**config.mk**
```make
export PLATFORM = sky130hd
export DESIGN_NAME = pll_phase_shift_responder_flat
export DESIGN_NICKNAME = d
export VERILOG_FILES = /design/src/rtl/pll_phase_shift_responder_if.sv /design/src/rtl/pll_phase_shift_responder.sv /design/src/flat_wrapper.sv
export SDC_FILE = /design/constraint.sdc
export NUM_CORES = 1
export LEC_CHECK = 0
export CAP_MARGIN = 25
export CORE_MARGIN = 8
export CORE_UTILIZATION = 55
export CTS_BUF_LIST = sky130_fd_sc_hd__clkbuf_16
export DETAILED_ROUTE_END_ITERATION = 16
export HOLD_SLACK_MARGIN = 0.1
export PLACE_DENSITY = 0.85
export SYNTH_ARGS = -nofsm -noshare
export SYNTH_HDL_FRONTEND = slang
export SYNTH_SLANG_ARGS = --single-unit
```
**constraint.sdc**
```tcl
create_clock -name clk -period 6.6 [get_ports clk]
set_input_delay 1.32 -clock clk [delete_from_list [all_inputs] [get_ports clk]]
set_output_delay 1.32 -clock clk [all_outputs]
set_load 0.05 [all_outputs]
```
**src/rtl/pll_phase_shift_responder_if.sv**
```systemverilog
// rtl/pll_phase_shift_responder_if.sv - PLL dynamic phase-shift handshake bundle
// master = phase-shift controller, slave = PLL responder model
interface pll_phase_shift_responder_if #(
  parameter int N_COUNTERS = 5,
  parameter int TAP_W      = 8
);
  logic                        phase_en;
  logic                        updn;
  logic [4:0]                  cntsel;
  logic                        locked;
  logic                        phase_done;
  logic [N_COUNTERS*TAP_W-1:0] taps;
  logic                        err;

  modport master (
    output phase_en, updn, cntsel,
    input  locked, phase_done, taps, err
  );

  modport slave (
    input  phase_en, updn, cntsel,
    output locked, phase_done, taps, err
  );
endinterface

```
**src/rtl/pll_phase_shift_responder.sv**
```systemverilog
// rtl/pll_phase_shift_responder.sv - PLL phase-shift port model: lock, busy window, per-counter taps
// Optional sticky protocol-error flag built only when PLL_RESP_ERR_EN is defined.
module pll_phase_shift_responder #(
  parameter int N_COUNTERS  = 5,
  parameter int TAP_W       = 8,
  parameter int LOCK_CYCLES = 16,
  parameter int BUSY_CYCLES = 4
) (
  input  logic                           clk,
  input  logic                           reset,
  pll_phase_shift_responder_if.slave     pif
);

  localparam int LOCK_W = $clog2(LOCK_CYCLES + 1);
  localparam int BUSY_W = $clog2(BUSY_CYCLES + 1);

  typedef enum logic [2:0] {
    LOCKING,
    IDLE,
    ARM,
    BUSY,
    RELEASE
  } state_t;

  state_t             state_q, state_d;
  logic [LOCK_W-1:0]  lock_cnt_q, lock_cnt_d;
  logic [BUSY_W-1:0]  busy_cnt_q, busy_cnt_d;
  logic [4:0]         sel_q, sel_d;
  logic               dir_q, dir_d;
  logic               en_q;
  logic               locked_q, locked_d;
  logic               done_q, done_d;
  logic [TAP_W-1:0]   tap_q [N_COUNTERS];
  logic [TAP_W-1:0]   tap_d [N_COUNTERS];

  always_ff @(posedge clk or posedge reset) begin
    if (reset) begin
      state_q    <= LOCKING;
      lock_cnt_q <= '0;
      busy_cnt_q <= '0;
      sel_q      <= '0;
      dir_q      <= 1'b0;
      en_q       <= 1'b0;
      locked_q   <= 1'b0;
      done_q     <= 1'b1;
      for (int i = 0; i < N_COUNTERS; i++) tap_q[i] <= '0;
    end else begin
      state_q    <= state_d;
      lock_cnt_q <= lock_cnt_d;
      busy_cnt_q <= busy_cnt_d;
      sel_q      <= sel_d;
      dir_q      <= dir_d;
      en_q       <= pif.phase_en;
      locked_q   <= locked_d;
      done_q     <= done_d;
      for (int i = 0; i < N_COUNTERS; i++) tap_q[i] <= tap_d[i];
    end
  end

  always_comb begin
    state_d    = state_q;
    lock_cnt_d = lock_cnt_q;
    busy_cnt_d = busy_cnt_q;
    sel_d      = sel_q;
    dir_d      = dir_q;
    locked_d   = locked_q;
    done_d     = done_q;
    for (int i = 0; i < N_COUNTERS; i++) tap_d[i] = tap_q[i];

    case (state_q)
      LOCKING: begin
        if (lock_cnt_q == LOCK_W'(LOCK_CYCLES - 1)) begin
          locked_d = 1'b1;
          state_d  = IDLE;
        end else begin
          lock_cnt_d = lock_cnt_q + LOCK_W'(1);
        end
      end
      IDLE: begin
        // Rising edge only, so a level left high after lock cannot start a shift
        if (pif.phase_en && !en_q) state_d = ARM;
      end
      ARM: begin
        if (pif.phase_en) begin
          sel_d      = pif.cntsel;
          dir_d      = pif.updn;
          busy_cnt_d = '0;
          done_d     = 1'b0;
          state_d    = BUSY;
        end else begin
          state_d = IDLE;
        end
      end
      BUSY: begin
        if (busy_cnt_q == BUSY_W'(BUSY_CYCLES - 1)) begin
          done_d  = 1'b1;
          state_d = RELEASE;
          // Out-of-range selects match no counter and leave every tap alone
          for (int i = 0; i < N_COUNTERS; i++) begin
            if (32'(sel_q) == i)
              tap_d[i] = dir_q ? tap_q[i] + TAP_W'(1) : tap_q[i] - TAP_W'(1);
          end
        end else begin
          busy_cnt_d = busy_cnt_q + BUSY_W'(1);
        end
      end
      RELEASE: begin
        if (!pif.phase_en) state_d = IDLE;
      end
      default: state_d = LOCKING;
    endcase
  end

  assign pif.locked     = locked_q;
  assign pif.phase_done = done_q;

  for (genvar g = 0; g < N_COUNTERS; g++) begin : g_taps
    assign pif.taps[g*TAP_W +: TAP_W] = tap_q[g];
  end

`ifdef PLL_RESP_ERR_EN
  logic err_q;
  logic err_set;

  always_comb begin
    err_set = 1'b0;
    case (state_q)
      LOCKING: err_set = pif.phase_en;
      ARM:     err_set = !pif.phase_en || (32'(pif.cntsel) >= N_COUNTERS);
      default: err_set = 1'b0;
    endcase
  end

  always_ff @(posedge clk or posedge reset) begin
    if (reset)        err_q <= 1'b0;
    else if (err_set) err_q <= 1'b1;
  end

  assign pif.err = err_q;
`else
  assign pif.err = 1'b0;
`endif

endmodule

```
**src/flat_wrapper.sv**
```systemverilog
// flat-port wrapper written by rule: the top's interface ports become plain ports
module pll_phase_shift_responder_flat 
#(
  parameter int N_COUNTERS  = 5,
  parameter int TAP_W       = 8,
  parameter int LOCK_CYCLES = 16,
  parameter int BUSY_CYCLES = 4
)
  (clk, reset, pif_phase_en, pif_updn, pif_cntsel, pif_locked, pif_phase_done, pif_taps, pif_err);
  pll_phase_shift_responder_if #(.N_COUNTERS(N_COUNTERS), .TAP_W(TAP_W)) pif_i ();
  input  logic clk;
  input  logic reset;
  input wire logic [$bits(pif_i.phase_en)-1:0] pif_phase_en;
  input wire logic [$bits(pif_i.updn)-1:0] pif_updn;
  input wire logic [$bits(pif_i.cntsel)-1:0] pif_cntsel;
  output wire logic [$bits(pif_i.locked)-1:0] pif_locked;
  output wire logic [$bits(pif_i.phase_done)-1:0] pif_phase_done;
  output wire logic [$bits(pif_i.taps)-1:0] pif_taps;
  output wire logic [$bits(pif_i.err)-1:0] pif_err;
  assign pif_i.phase_en = pif_phase_en;
  assign pif_i.updn = pif_updn;
  assign pif_i.cntsel = pif_cntsel;
  assign pif_locked = pif_i.locked;
  assign pif_phase_done = pif_i.phase_done;
  assign pif_taps = pif_i.taps;
  assign pif_err = pif_i.err;
  pll_phase_shift_responder #(.N_COUNTERS(N_COUNTERS), .TAP_W(TAP_W), .LOCK_CYCLES(LOCK_CYCLES), .BUSY_CYCLES(BUSY_CYCLES)) u_core (.clk(clk), .reset(reset), .pif(pif_i));
endmodule
```
# Word level (Yosys, flattened, before mapping)
# Cells that the tools add are included.
# totals
reg_bits	60
latchBits	0
ramBits	0
mem_bits_ro	0
elab_cells	75
memories	0
# op_classes
add_sub_neg	12
n_mul	0
div	0
n_lt_le_gt_ge	0
eq_ne	16
shifts	0
mux	17
n_bitwise	1
reduce_logical	16
# ops
operator	n
$add A8 B1 Y8 const B	5
$mux W8	5
$sub A8 B1 Y8 const B	5
$reduce_and A3 Y1	7
$mux W3	6
$pmux W3 S5	1
$eq A5 B2 Y1 const B	2
$eq A3 B2 Y1 const B	3
$ne A2 B1 Y1 const B	3
$ne A2 B2 Y1 const B	3
$pmux W3 S2	1
$reduce_and A2 Y1	3
$add A5 B1 Y5 const B	1
$eq A5 B1 Y1 const B	1
$eq A5 B3 Y1 const B	1
$eq A5 B4 Y1 const B	1
$logic_not A5 Y1	1
$reduce_and A4 Y1	1
$add A3 B1 Y3 const B	1
$eq A3 B1 Y1 const B	1
$eq A3 B3 Y1 const B	1
$logic_not A3 Y1	1
$mux W1	2
$mux W2	1
other kinds (5)	5

# Longest topological paths before layout
# logic_depth
depth_word	4
depth_mapped	9

# Least setup slack after synthesis
# Ideal clock, no wire load.
# synth_path
kind	register -> register
startpoint	reg u_core.dir_q
endpoint	reg u_core.tap_q, in the netlist u_core.pif.taps[39]
setup_ns	0.143
arrival_ns	2.438
setup_slack_ns	4.019
stages_incl_launch_ff	9
n_path_buf	1
path_cell_list	dfrtp_1 clkbuf_1 inv_1 ha_1 a21oi_1 o2111ai_1 and3_1 o21ba_2 xor2_1
# synth_via
elab_chain_cells	1
# synth_rtl
element	line	source
from (decl)	pll_phase_shift_responder.sv:29	logic dir_q, dir_d;
from (signal assigned)	pll_phase_shift_responder.sv:52	dir_q <= dir_d;
$mux W8	pll_phase_shift_responder.sv:101	tap_d[i] = dir_q ? tap_q[i] + TAP_W'(1) : tap_q[i] - TAP_W'(1);
to (decl)	pll_phase_shift_responder.sv:33	logic [TAP_W-1:0] tap_q [N_COUNTERS];
# No other way between the ends.
# A chain may end at the register's enable or synchronous reset.

# Final worst setup path
# layout_path
startpoint	reg u_core.done_q, in the netlist u_core.pif.phase_done
endpoint	out pif_phase_done
# layout_rtl
element	line	source
from (decl)	pll_phase_shift_responder.sv:32	logic done_q, done_d;
from (signal assigned)	pll_phase_shift_responder.sv:55	done_q <= done_d;
to (decl)	flat_wrapper.sv:17	output wire logic [$bits(pif_i.phase_done)-1:0] pif_phase_done;
# No word-level cell between the ends.

==> impl_metrics.env <==
export IMPL_run_status="finished, final reports clean"
export IMPL_cts_sink_count=60
export IMPL_p_int_w=0.00104
export IMPL_drcViolationCount=0
export IMPL_drv_cap=0
export IMPL_start_util_pct=55.6
export IMPL_clk_path_buf_depth=2
export IMPL_drive_above_1_share_pct=8.35
export IMPL_final_util_pct=69.0
export IMPL_root_buffer="clkbuf_16"
export IMPL_synth_area_leaders="dfrtp_1 40%, ha_1 11%, xor2_1 5.4%, o21ai_0 3.9%, nand2_1 3.7%"
export IMPL_diodes=0
export IMPL_finalSetupTns_ps=0
export IMPL_postCtsResizedCells=0
export IMPL_grt_max_degree=61
export IMPL_die_width_um=98.2
export IMPL_hold_buffers=0
export IMPL_clk_latency_ps=330
export IMPL_p_leak_nw=2.15
export IMPL_fin_skew_ps=4.61
export IMPL_ys_types=39
export IMPL_path_cells="clkdlybuf4s50_1"
export IMPL_setup_violations=0
export IMPL_hold_path_class="reg -> reg"
export IMPL_numCtsBuffers=9
export IMPL_portBuffers=50
export IMPL_routabilityCongestion=0.861
export IMPL_drtIter0Drc=98
export IMPL_fp_row_count=30
export IMPL_synth_seq_cells=60
export IMPL_clkSlewWorstSetupHoldPaths_ps=50
export IMPL_worstSetupPathType="reg -> out"
export IMPL_grt_pass1_vias=2965
export IMPL_cts_tree="built"
export IMPL_grt_overflow_total=0
export IMPL_io_pins=52
export IMPL_post_cts_buffers=0
export IMPL_drv_slew=0
export IMPL_yosys_most_used_dff="dfrtp_1"
export IMPL_startpoint_type="register"
export IMPL_drt_pass1_iterations=4
export IMPL_pwr_share_comb_pct=35.7
export IMPL_finalCriticalPeriod_ps=2990
export IMPL_ant_nets=0
export IMPL_fmax_ghz=0.335
export IMPL_drt_wirelength_per_cell_um=15.4
export IMPL_vdd_drop_max_uv=231
export IMPL_ys_async_sr_fraction_pct=100
export IMPL_cp_top_family="buffers and inverters"
export IMPL_cp_max_fo=3
export IMPL_worst_setup_path_end_kind="output pin"
export IMPL_dr_total_vias=2922
export IMPL_synth_nets=421
export IMPL_ys_warn_count=0
export IMPL_ys_seq_area_share_pct=40.5
export IMPL_fin_crit_sh_pct=45.3
export IMPL_hold_viol_final=0
export IMPL_grt_antenna_before_repair=0
export IMPL_reg2reg_setup_slack_ps=3780
export IMPL_hold_ws_ps=474
export IMPL_grt_pass1_wl_mm=13.7
export IMPL_synth_area_um2=3710
export IMPL_powerDensity_nw_per_um2=350
export IMPL_dieArea_um2=9640
export IMPL_routed_via_density=5.72
export IMPL_area_growth_syn_to_layout_pct=24.2
export IMPL_core_um2=6680
export IMPL_wirelength_mm=7.86
export IMPL_timing_slew_headroom_pct=50.7
export IMPL_cts_max_level=3
export IMPL_syn_area_per_cell_um2=9.96
export IMPL_worst_pin_slew_ps=740
export IMPL_hpwl_mm=5.55
export IMPL_seq_power_share_pct=31.6
export IMPL_clkPwrFrac_pct=32.7
export IMPL_crit_required_ps=5280
export IMPL_grt_usage_pct=17.4
export IMPL_power_w=0.00161
export IMPL_rsz0062_at_grt="false"
export IMPL_nNetsFinal=474
export IMPL_slowest_stage="clkdlybuf4s50_1"
export IMPL_synth_edf_count=0
export IMPL_swShare_pct=35.8
export IMPL_yosysTopAreaCell="dfrtp_1"
export IMPL_critPathMaxStageDelay_ps=800
export IMPL_synth_cells=373
export IMPL_critPathArrivalTime_ps=1670
export IMPL_synth_top_cell_area_share_pct=39.8
export IMPL_die_y_um=98.2
export IMPL_critPathBufInv=1
export IMPL_p_sw_w=0.000577
[layout by cell type, fill, tap and decap left out, types with 2 or more instances in the layout]
cell type        count
fa_1                 5
bufinv_16            3
and3_1               3
nand2_1             37
o21ba_2              2
a21o_1               9
clkbuf_16            9
o21ai_1              4
xor2_1              23
xnor2_1             15
nor2_1              23
buf_4                2
o211ai_1             5
nand3b_1             3
nand3_1             16
o21ai_0             29
clkdlybuf4s50_1     50
a21oi_1             27
dfrtp_1             59
o2111ai_1            5
o21bai_1             8
a211oi_1             5
nor3_1              12
inv_1                8
a22o_1               4
mux2_2              12
nor2b_1              3
clkinv_1             2
ha_1                34
[through the flow]
stage                     cells  cell area [um^2]  setup WS, ps
after floorplan             373              3710          3800
after global placement      495              4280          3860
after detailed placement    495              4280          3790
after CTS                   511              4610          3600
after global routing        511              4610          3550
final                       511              4610          3610
[final cells by class]
class | count | area [um^2]
clock buffers | 9 | 225
clock inverters | 7 | 106
fillers | 530 | 2070
inverters | 8 | 30.0
multi-input cells | 295 | 2130
flip-flops and latches | 60 | 1500
well taps | 80 | 100
repair buffers | 52 | 515
[worst paths after layout]
kind	to	from	cells past startpoint
min in group asynchronous	u_core.pif.taps[33]$_DFFE_PP0P_	reset	3
max	pif_phase_done	u_core.pif.phase_done$_DFFE_PP1P_	1
min reg2reg	u_core.pif.locked$_DFFE_PP0P_	u_core.pif.locked$_DFFE_PP0P_	1
max in group asynchronous	u_core.lock_cnt_q[2]$_DFFE_PP0P_	reset	3
min	u_core.pif.locked$_DFFE_PP0P_	u_core.pif.locked$_DFFE_PP0P_	1
max reg2reg	u_core.pif.taps[39]$_DFFE_PP0P_	u_core.dir_q$_DFFE_PP0P_	8
[registers in the layout, indices dropped and copies added, names as in the netlist]
name and cells:
u_core.lock_cnt_q 5, u_core.sel_q 5, u_core.state_q 3, u_core.busy_cnt_q 3, u_core.pif.taps 40, u_core.pif.locked 1, u_core.pif.phase_done 1, u_core.dir_q 1
u_core.en_q 1
[power groups by stage]
| stage | Sequential (W) | Clock [W] | Combinational [W] |
|---|---|---|---|
| floorplan | 0.000522 | 0 | 0.000435 |
| global placement | 0.000508 | 0 | 0.000544 |
| detailed placement | 0.000514 | 0 | 0.000570 |
| CTS | 0.000509 | 0.000534 | 0.000579 |
| global route | 0.000521 | 0.000548 | 0.000652 |
| finish | 0.000510 | 0.000527 | 0.000576 |
[synth_stat cells, types with 2 or more instances]
library cell / instances
a211oi_1: 5
a21o_1: 9
a21oi_1: 27
a22o_1: 4
and3_1: 3
buf_2: 6
clkbuf_1: 3
dfrtp_1: 59
fa_1: 5
ha_1: 34
inv_1: 8
mux2_2: 12
nand2_1: 37
nand3_1: 16
nand3b_1: 3
nor2_1: 23
nor2b_1: 3
nor3_1: 12
o2111ai_1: 5
o211ai_1: 5
o21ai_0: 29
o21ai_1: 4
o21ba_2: 2
o21bai_1: 8
xnor2_1: 15
xor2_1: 23
[cell families after synthesis]
group           after synthesis  synth area share (%)
simple gates                105                  14.0
compound gates              100                  16.6
flops                        60                  40.5
fa+ha+maj                    39                  14.2
xor+xnor                     38                  8.96
buf+inv                      18                  2.12
mux                          12                  3.64
other cells                   1                 0.101
[routing by layer]
metal	global-route usage (%)	part of all wire (%)	vias to the layer above
li1	-	-	1443
met1	19.6	43	1404
met2	30.1	50	63
met4	8.26	2.0	0
met3	4.55	4.9	12
met5	0	0	-
Note: power is estimated with default switching activity, not from simulation.
